[src/rtl/clock_display_scan.sv]
// Snapshots the H/M/S time bus once per frame and converts each field to BCD by subtracting 10 repeatedly.
// Scans the result onto a 6-digit multiplexed 7-segment display, HH.MM.SS.
module clock_display_scan #(
    parameter int SCAN_DIV   = 50000,
    parameter bit ACTIVE_LOW = 1'b0
) (
    input  logic       Clk,
    input  logic       Clr,
    input  logic [5:0] H,
    input  logic [5:0] M,
    input  logic [5:0] S,
    output logic [6:0] Seg,
    output logic       Dp,
    output logic [5:0] An,
    output logic       Frame
);
    localparam int PW = (SCAN_DIV > 1) ? $clog2(SCAN_DIV) : 1;
    localparam logic [PW-1:0] PRE_MAX = PW'(SCAN_DIV - 1);
    localparam logic [6:0] SEG_POL = {7{ACTIVE_LOW}};
    localparam logic [5:0] AN_POL = {6{ACTIVE_LOW}};

    typedef enum logic [2:0] {IDLE, SNAP, DIV_H, DIV_M, DIV_S, COMMIT} state_t;

    state_t state_q, state_d;

    logic [PW-1:0] pre_q;
    logic [2:0] idx_q, idx_d;
    logic wrap;

    logic [5:0] h_q, m_q, s_q;
    logic [3:0] th_q, tm_q, ts_q;
    logic inv_h_q, inv_m_q, inv_s_q;

    logic [3:0] dh1_q, dh0_q, dm1_q, dm0_q, ds1_q, ds0_q;
    logic dinv_h_q, dinv_m_q, dinv_s_q, dsec_q;

    logic [6:0] seg_q, seg_d;
    logic [5:0] an_q, an_d;
    logic dp_q, dp_d;
    logic frame_q, frame_d;

    logic snap_en, commit_en, sub_h, sub_m, sub_s;
    logic [3:0] dig;
    logic dash;

    function automatic logic [6:0] seg7(input logic [3:0] d);
        logic [6:0] r;
        case (d)
            4'd0: r = 7'h3F;
            4'd1: r = 7'h06;
            4'd2: r = 7'h5B;
            4'd3: r = 7'h4F;
            4'd4: r = 7'h66;
            4'd5: r = 7'h6D;
            4'd6: r = 7'h7D;
            4'd7: r = 7'h07;
            4'd8: r = 7'h7F;
            4'd9: r = 7'h6F;
            default: r = 7'h00;
        endcase
        return r;
    endfunction

    assign wrap = (pre_q == PRE_MAX);
    assign idx_d = !wrap ? idx_q :
                   (idx_q == 3'd0) ? 3'd5 : idx_q - 3'd1;

    always_ff @(posedge Clk or posedge Clr) begin
        if (Clr) begin
            pre_q <= '0;
            idx_q <= 3'd5;
        end else begin
            pre_q <= wrap ? '0 : pre_q + 1'b1;
            idx_q <= idx_d;
        end
    end

    always_ff @(posedge Clk or posedge Clr) begin
        if (Clr) state_q <= SNAP;
        else     state_q <= state_d;
    end

    // A new frame begins when the scan wraps from index 0 back to index 5
    always_comb begin
        state_d = state_q;
        unique case (state_q)
            IDLE:   if (wrap && idx_q == 3'd0) state_d = SNAP;
            SNAP:   state_d = DIV_H;
            DIV_H:  if (inv_h_q || h_q < 6'd10) state_d = DIV_M;
            DIV_M:  if (inv_m_q || m_q < 6'd10) state_d = DIV_S;
            DIV_S:  if (inv_s_q || s_q < 6'd10) state_d = COMMIT;
            COMMIT: state_d = IDLE;
            default: state_d = IDLE;
        endcase
    end

    always_comb begin
        snap_en   = 1'b0;
        commit_en = 1'b0;
        sub_h     = 1'b0;
        sub_m     = 1'b0;
        sub_s     = 1'b0;
        unique case (state_q)
            SNAP:   snap_en = 1'b1;
            DIV_H:  sub_h = !inv_h_q && (h_q >= 6'd10);
            DIV_M:  sub_m = !inv_m_q && (m_q >= 6'd10);
            DIV_S:  sub_s = !inv_s_q && (s_q >= 6'd10);
            COMMIT: commit_en = 1'b1;
            default: ;
        endcase
        frame_d = (state_d == COMMIT);
    end

    // Working registers end each division holding the ones digit
    always_ff @(posedge Clk or posedge Clr) begin
        if (Clr) begin
            h_q <= '0;
            m_q <= '0;
            s_q <= '0;
            th_q <= '0;
            tm_q <= '0;
            ts_q <= '0;
            inv_h_q <= 1'b0;
            inv_m_q <= 1'b0;
            inv_s_q <= 1'b0;
        end else if (snap_en) begin
            h_q <= H;
            m_q <= M;
            s_q <= S;
            th_q <= '0;
            tm_q <= '0;
            ts_q <= '0;
            inv_h_q <= (H >= 6'd24);
            inv_m_q <= (M >= 6'd60);
            inv_s_q <= (S >= 6'd60);
        end else begin
            if (sub_h) begin
                h_q <= h_q - 6'd10;
                th_q <= th_q + 4'd1;
            end
            if (sub_m) begin
                m_q <= m_q - 6'd10;
                tm_q <= tm_q + 4'd1;
            end
            if (sub_s) begin
                s_q <= s_q - 6'd10;
                ts_q <= ts_q + 4'd1;
            end
        end
    end

    always_ff @(posedge Clk or posedge Clr) begin
        if (Clr) begin
            dh1_q <= '0;
            dh0_q <= '0;
            dm1_q <= '0;
            dm0_q <= '0;
            ds1_q <= '0;
            ds0_q <= '0;
            dinv_h_q <= 1'b0;
            dinv_m_q <= 1'b0;
            dinv_s_q <= 1'b0;
            dsec_q <= 1'b0;
        end else if (commit_en) begin
            dh1_q <= th_q;
            dh0_q <= h_q[3:0];
            dm1_q <= tm_q;
            dm0_q <= m_q[3:0];
            ds1_q <= ts_q;
            ds0_q <= s_q[3:0];
            dinv_h_q <= inv_h_q;
            dinv_m_q <= inv_m_q;
            dinv_s_q <= inv_s_q;
            dsec_q <= s_q[0];
        end
    end

    always_comb begin
        dig  = 4'd0;
        dash = 1'b0;
        case (idx_d)
            3'd5: begin dig = dh1_q; dash = dinv_h_q; end
            3'd4: begin dig = dh0_q; dash = dinv_h_q; end
            3'd3: begin dig = dm1_q; dash = dinv_m_q; end
            3'd2: begin dig = dm0_q; dash = dinv_m_q; end
            3'd1: begin dig = ds1_q; dash = dinv_s_q; end
            default: begin dig = ds0_q; dash = dinv_s_q; end
        endcase
        seg_d = dash ? 7'h40 : seg7(dig);
        an_d  = 6'b000001 << idx_d;
        dp_d  = (idx_d == 3'd4 || idx_d == 3'd2) && !dsec_q;
    end

    always_ff @(posedge Clk or posedge Clr) begin
        if (Clr) begin
            seg_q   <= SEG_POL;
            an_q    <= AN_POL;
            dp_q    <= ACTIVE_LOW;
            frame_q <= 1'b0;
        end else begin
            frame_q <= frame_d;
            if (wrap) begin
                seg_q <= seg_d ^ SEG_POL;
                an_q  <= an_d ^ AN_POL;
                dp_q  <= dp_d ^ ACTIVE_LOW;
            end
        end
    end

    assign Seg   = seg_q;
    assign An    = an_q;
    assign Dp    = dp_q;
    assign Frame = frame_q;
endmodule

[config.mk]
export PLATFORM = sky130hd
export DESIGN_NAME = clock_display_scan
export DESIGN_NICKNAME = d
export VERILOG_FILES = /design/src/rtl/clock_display_scan.sv
export SDC_FILE = /design/constraint.sdc
export NUM_CORES = 1
export LEC_CHECK = 0
export ABC_AREA = 1
export CAP_MARGIN = 5
export CORE_UTILIZATION = 35
export DETAILED_ROUTE_END_ITERATION = 16
export PLACE_DENSITY = 0.59
export RECOVER_POWER = 25
export SLEW_MARGIN = 15
export SYNTH_ARGS = -nofsm -noshare
export SYNTH_HDL_FRONTEND = slang
export SYNTH_SLANG_ARGS = --single-unit
[constraint.sdc]
create_clock -name Clk -period 3.75 [get_ports Clk]
set_input_delay 0.375 -clock Clk [delete_from_list [all_inputs] [get_ports Clk]]
set_output_delay 0.375 -clock Clk [all_outputs]
set_load 0.03 [all_outputs]
## After elaboration in Yosys (flattened, before gate mapping)

Memory sizes are Yosys's and may differ from the RTL's.
Index checks and enable logic that the tools add are counted.

- Flip-flop bits (word level): 98
- Bits in read-only memories: 112
- Input port bits: 20
- Output and inout port bits: 15
- Memories: 1

- Add/subtract/negate cells: 8
- Magnitude comparators: 9
- Equal/unequal tests: 12
- Shifts and indexed selects: 1
- Multiplexer cells: 28
- Reduce and logical (&&, ||, !) cells: 20

Memories:

| memory | depth | width | read ports | clocked after Yosys merged registers in | write ports | RTL line | RTL |
|---|---|---|---|---|---|---|---|
| (no name shown) | 16 | 7 | 1 | 0 | 0 | 48 | `case (d)` |

Operators by type and width:

| kind | count |
|---|---|
| $mux W6 | 6 |
| $mux W4 | 6 |
| $pmux W4 S5 | 1 |
| $ge A6 B4 Y1 const B | 3 |
| $lt A6 B4 Y1 const B | 3 |
| $mux W3 | 6 |
| $sub A6 B4 Y6 const B | 3 |
| $add A16 B1 Y16 const B | 1 |
| $eq A16 B16 Y1 const B | 1 |
| $mux W16 | 1 |
| $eq A3 B3 Y1 const B | 5 |
| $pmux W3 S5 | 1 |
| $add A4 B1 Y4 const B | 3 |
| $eq A3 B2 Y1 const B | 4 |
| $ge A6 B6 Y1 const B | 2 |
| $mux W7 | 1 |
| $eq A3 B1 Y1 const B | 2 |
| $ge A6 B5 Y1 const B | 1 |
| $logic_not A3 Y1 | 2 |
| $reduce_bool A2 Y1 | 3 |
| $shl A1 B3 Y6 const A | 1 |
| $logic_and A1 B1 Y1 | 5 |
| $mux W1 | 5 |
| $logic_not A1 Y1 | 4 |
| 4 further kinds | 8 |

## Logic depth before layout (Yosys ltp)

- Word-level depth: 7
- Depth in mapped cells: 22
- Gate-level depth less buffers: 21

## Worst setup path after synthesis

No wires, ideal clock.

- Path type: register -> register
- Start point: reg idx_q[2]
- End point: reg seg_q[3] (netlist: Seg[3])
- Setup time: 0.118 ns
- Data arrival time: 2.462 ns
- Data required time: 3.632 ns
- Slack: 1.170 ns
- Cell stages (with the launch flop): 18
- Period minus slack after synthesis: 2.580 ns
- Cell sequence: dfstp_2 > inv_1 > ha_1 > nor2_1 > inv_1 > o21ai_2 > nor2_2 > nor2_4 > inv_2 > or2_0 > nand2_2 > inv_1 > ha_1 > inv_1 > nand2_1 > nand3_1 > nand3_1 > nand2_1

- Cells in the longest elaborated chain, start to end: 7
- Elaborated cells between the ends (all ways): 15
- Those cells by class: add/sub (1); eq/ne (5); mux (5); reduce/logical (3); memory (1)

Ends and longest elaborated chain:

| element | RTL line | RTL |
|---|---|---|
| start: declaration | 27 | `logic [2:0] idx_q, idx_d;` |
| start signal: assignment | 74 | `idx_q <= idx_d;` |
| $sub A3 B1 Y3 / $logic_not A3 Y1 (equally long branches) | 66 | `(idx_q == 3'd0) ? 3'd5 : idx_q - 3'd1;` |
| $mux W3 | 66 |  |
| $mux W3 (*) | 65 | `assign idx_d = !wrap ? idx_q :` |
| $eq A3 B1 Y1 (tied with other cells) | 181 | `case (idx_d)` |
| $pmux W4 S5 / $reduce_or A2 Y1 (equally long branches) | -- |  |
| $mem_v2 Z16 W7 / $pmux W1 S2 (equally long branches) | -- |  |
| $mux W7 (*) | 189 | `seg_d = dash ? 7'h40 : seg7(dig);` |
| end signal: assignment | 203 | `seg_q <= seg_d ^ SEG_POL;` |
| end: declaration | 37 | `logic [6:0] seg_q, seg_d;` |

Every way passes the cells marked *; elsewhere a longest branch is shown, timed or not.
A chain may end at the register's enable or synchronous reset.

## Final worst setup path

- Start point: reg pre_q[0]
- End point: reg seg_q[3] (netlist: Seg[3])

- Cells in the longest elaborated chain, start to end: 6
- Elaborated cells between the ends (all ways): 13
- Those cells by class: eq/ne (6); mux (4); reduce/logical (2); memory (1)

Ends and longest elaborated chain:

| element | RTL line | RTL |
|---|---|---|
| start: declaration | 26 | `logic [PW-1:0] pre_q;` |
| start signal: assignment | 73 | `pre_q <= wrap ? '0 : pre_q + 1'b1;` |
| $eq A16 B16 Y1 (*) | 64 | `assign wrap = (pre_q == PRE_MAX);` |
| $mux W3 | 65 |  |
| $eq A3 B1 Y1 (tied with other cells) | 181 |  |
| $pmux W4 S5 / $reduce_or A2 Y1 (equally long branches) | -- |  |
| $mem_v2 Z16 W7 / $pmux W1 S2 (equally long branches) | -- |  |
| $mux W7 | 189 |  |

Marked as above.

==> metrics <==
Gate power share 0.024; Worst EP arrival 3.30 ns; synth warn 0; Synth Cell Area 4900 um^2; post-synthesis compound-gate area fraction 0.1259; switching share of power 0.2046; Fin Hold WS 0.4597 ns; Mapped Nets 634; # clock sinks 97; Final Max Slew Viols 54; Fmax 325.4 MHz; Clk pwr share 0.462; synthesized instance count 601; largest net degree at the start of global routing 77; crit path launch type flip-flop; Remaining DRCs 0; total gr overflow 0; Core Area 13450 um^2; Num CTS Buffers 9; H-tree levels 3; GP Congestion 0.8796; Worst Path Max Fanout 29; Setup TNS Final 0 ns; global-route wire length before repair 18.69 mm; initial drt markers 259; Port Buffers 34; most common cell after layout, fill and taps aside nand2_1; distinct cell type count after synthesis 41; register area share after synthesis 0.4962; initial antenna violation count 0; outcome finished, violations left; CTS tree built; Final Hold Fails 0; post-CTS setup repair buffer count 0; First-pass DRT Iterations 4; worst-margin pin slew 1.858 ns; max_cap viols 1; Starting Density 0.3642; Rel. slew slack -0.2388; Die X 120.3 um; Pwr Density 355.6 nW/um^2; GRT Overall Usage 0.1613; Crit-path slowest cell dfrtp_1; Hold Buf Count CTS 0; Die H 120.3 um; clk_skew 0.003978 ns; Vias 3951; layout cells sized above 1 0.08750; clk_lat worst skew 0.34 ns; Routed Antenna Nets 0; Final setup viols 0; max incr delay on CP 0.37 ns; Max clock buf depth 2; top post-synthesis cells by area dfrtp_1 (48%), nand2_1 (11%), inv_1 (6.4%); Root Driver clkbuf_16; CP cell instances ha_1 -> nand3_2 -> nor2_2 -> nand2_2 -> nand2_1 -> nand2_1 -> nand2_4 -> nand2_2 -> nor2_4 -> inv_2 -> or2_0 -> nand2_2 -> inv_1 -> ha_1 -> inv_1 -> nand2_1 -> nand3_1 -> nand3_1 -> nand2_1; fin nets 668; synthesized flop and latch total 97; most frequent cells in the layout nand2_1 (147), dfrtp_1 (94), inv_1 (82); Top delay family on crit path simple AND/OR/NAND/NOR gates; XOR/XNOR share of the synthesized area 0.007150; Post-DP HPWL 7.543 mm; Post-synth EDFFs 0; async set-reset flop share out of synthesis 1.000; mux cell area share after synthesis 0.002298; Layout Area Growth over Synthesis 17.11%; WL per Instance 12.84 um; crit path kind reg2reg; die area 14480 um^2; vias in the first global route 4056; critical path depth 19; Worst EP required 3.98 ns; Peak VDD IR 0.1839 mV; worst min path class reg2reg; area leader, netlist dfrtp_1; Net Switching 417.5 uW; largest family of logic cells by synthesized area simple AND/OR/NAND/NOR gates; Synth Area in Simple Gates 0.2556; Vias/cell 4.842; failing checks max-capacitance violations, max-slew violations; Power Internal 1623 uW; Pleak 0.002735 uW; Tcrit/Tclk final 0.8194; crit path capture type flip-flop; Sequential Power Share 0.514; Main synth FF type dfrtp_1; RSZ-0062 raised after global routing false; Critical path buffers and inverters 3; n_diodes 0; most frequent CP cell nand2_1; Synth top area share 0.4801; number of top-level pins 35; clk slew on worst S/H paths 0.06 ns; Resize count post-CTS 0; FF-to-FF path depth 19; area share of fa/ha/maj cells after synthesis 0.03320; Total Wirelength 10.47 mm; Row Count 42; Syn Area/Cell 8.153 um^2; crit path time final 3.073 ns; hold path depth 1
[synthesized netlist by cell type (3+ instances only)]
cell and n:
xor2_1 4, nand3_1 30, nand4_1 4, nor4_1 6
nor2_2 7, dfrtp_1 94, nand2_4 6, a21oi_1 26
ha_1 13, o22ai_1 3, inv_1 83, nand2_1 147
inv_2 3, nor3b_1 3, o311ai_0 3, nand2_2 8
nor3_1 13, o21ai_0 56, dfstp_2 3, nand3_2 3
clkbuf_1 14, nor2_1 44, o211ai_1 6
[worst register-to-register path: cells and delay by family (launching register included)]
kind                       cells  cell delay, ns
adders and majority gates      2            0.49
DFF                            1            0.37
and+or+nand+nor               14            1.96
buffers and inverters          3            0.16
[per-stage QoR]
stage | instances | utilization | area, um^2 | power [uW] | worst slack [ns]
after floorplan | 601 | - | 4900 | 1090 | 0.8462
after CTS | 816 | 0.4268 | 5742 | 2072 | 0.6465
after global routing | 816 | 0.4265 | 5738 | 2120 | 0.2821
after detailed placement | 800 | 0.4039 | 5434 | 1121 | 0.6610
after global placement | 800 | 0.4039 | 5434 | 1120 | 0.7343
final | 816 | 0.4265 | 5738 | 2041 | 0.6771
[state kept, by name, indices dropped and copies added (netlist names), 6 cells and up]
register	count
An	6
s_q	6
h_q	6
Seg	7
m_q	6
pre_q	16
[final timing paths]
check / start / end / slack, ns
hold / removal: pre_q[0] / pre_q[0] / 0.46
setup / recovery: pre_q[0] / Seg[3] / 0.68
setup reg to reg: pre_q[0] / Seg[3] / 0.68
hold reg to reg: pre_q[0] / pre_q[0] / 0.46
max in group asynchronous: Clr / state_q[0] / 2.20
min in group asynchronous: Clr / m_q[0] / 0.71
[power groups by stage]
| stage | clock (uW) | sequential [uW] | combinational, uW |
|---|---|---|---|
| after floorplan | 0 | 1070 | 20.8 |
| after global placement | 0 | 1070 | 51.0 |
| after detailed placement | 0 | 1070 | 51.8 |
| after CTS | 971 | 1050 | 51.9 |
| after global routing | 1010 | 1050 | 56.8 |
| final | 942 | 1050 | 49.2 |
[final cells by class]
type                            count  area, um^2
Tap cell                          176       220.2
Multi-Input combinational cell    402        2083
Fill cell                        1408        7715
Timing Repair Buffer               38       366.6
Clock buffer                       12       256.5
Inverter                           87       329.1
Clock inverter                      4       51.30
Sequential cell                    97        2431
[metal layers]
metal / global-route usage / share of wire / up-vias
met5: 0 / 0 / -
met4: 0.04707 / 0.013 / 0
met3: 0.03632 / 0.038 / 11
met2: 0.2669 / 0.46 / 70
met1: 0.2109 / 0.49 / 1860
li1: - / - / 2010
[kinds of logic (layout without fill, tap and decap cells)]
logic type / Yosys count / count (layout)
multiplexers: 1 / 1
AND/OR/NAND/NOR: 277 / 277
XOR/XNOR: 4 / 4
AO/OA/AOI/OAI: 107 / 107
buffers and inverters: 102 / 141
flip-flops: 97 / 97
adder cells (fa/ha/maj): 13 / 13
Power figures use the tool's default switching activity.
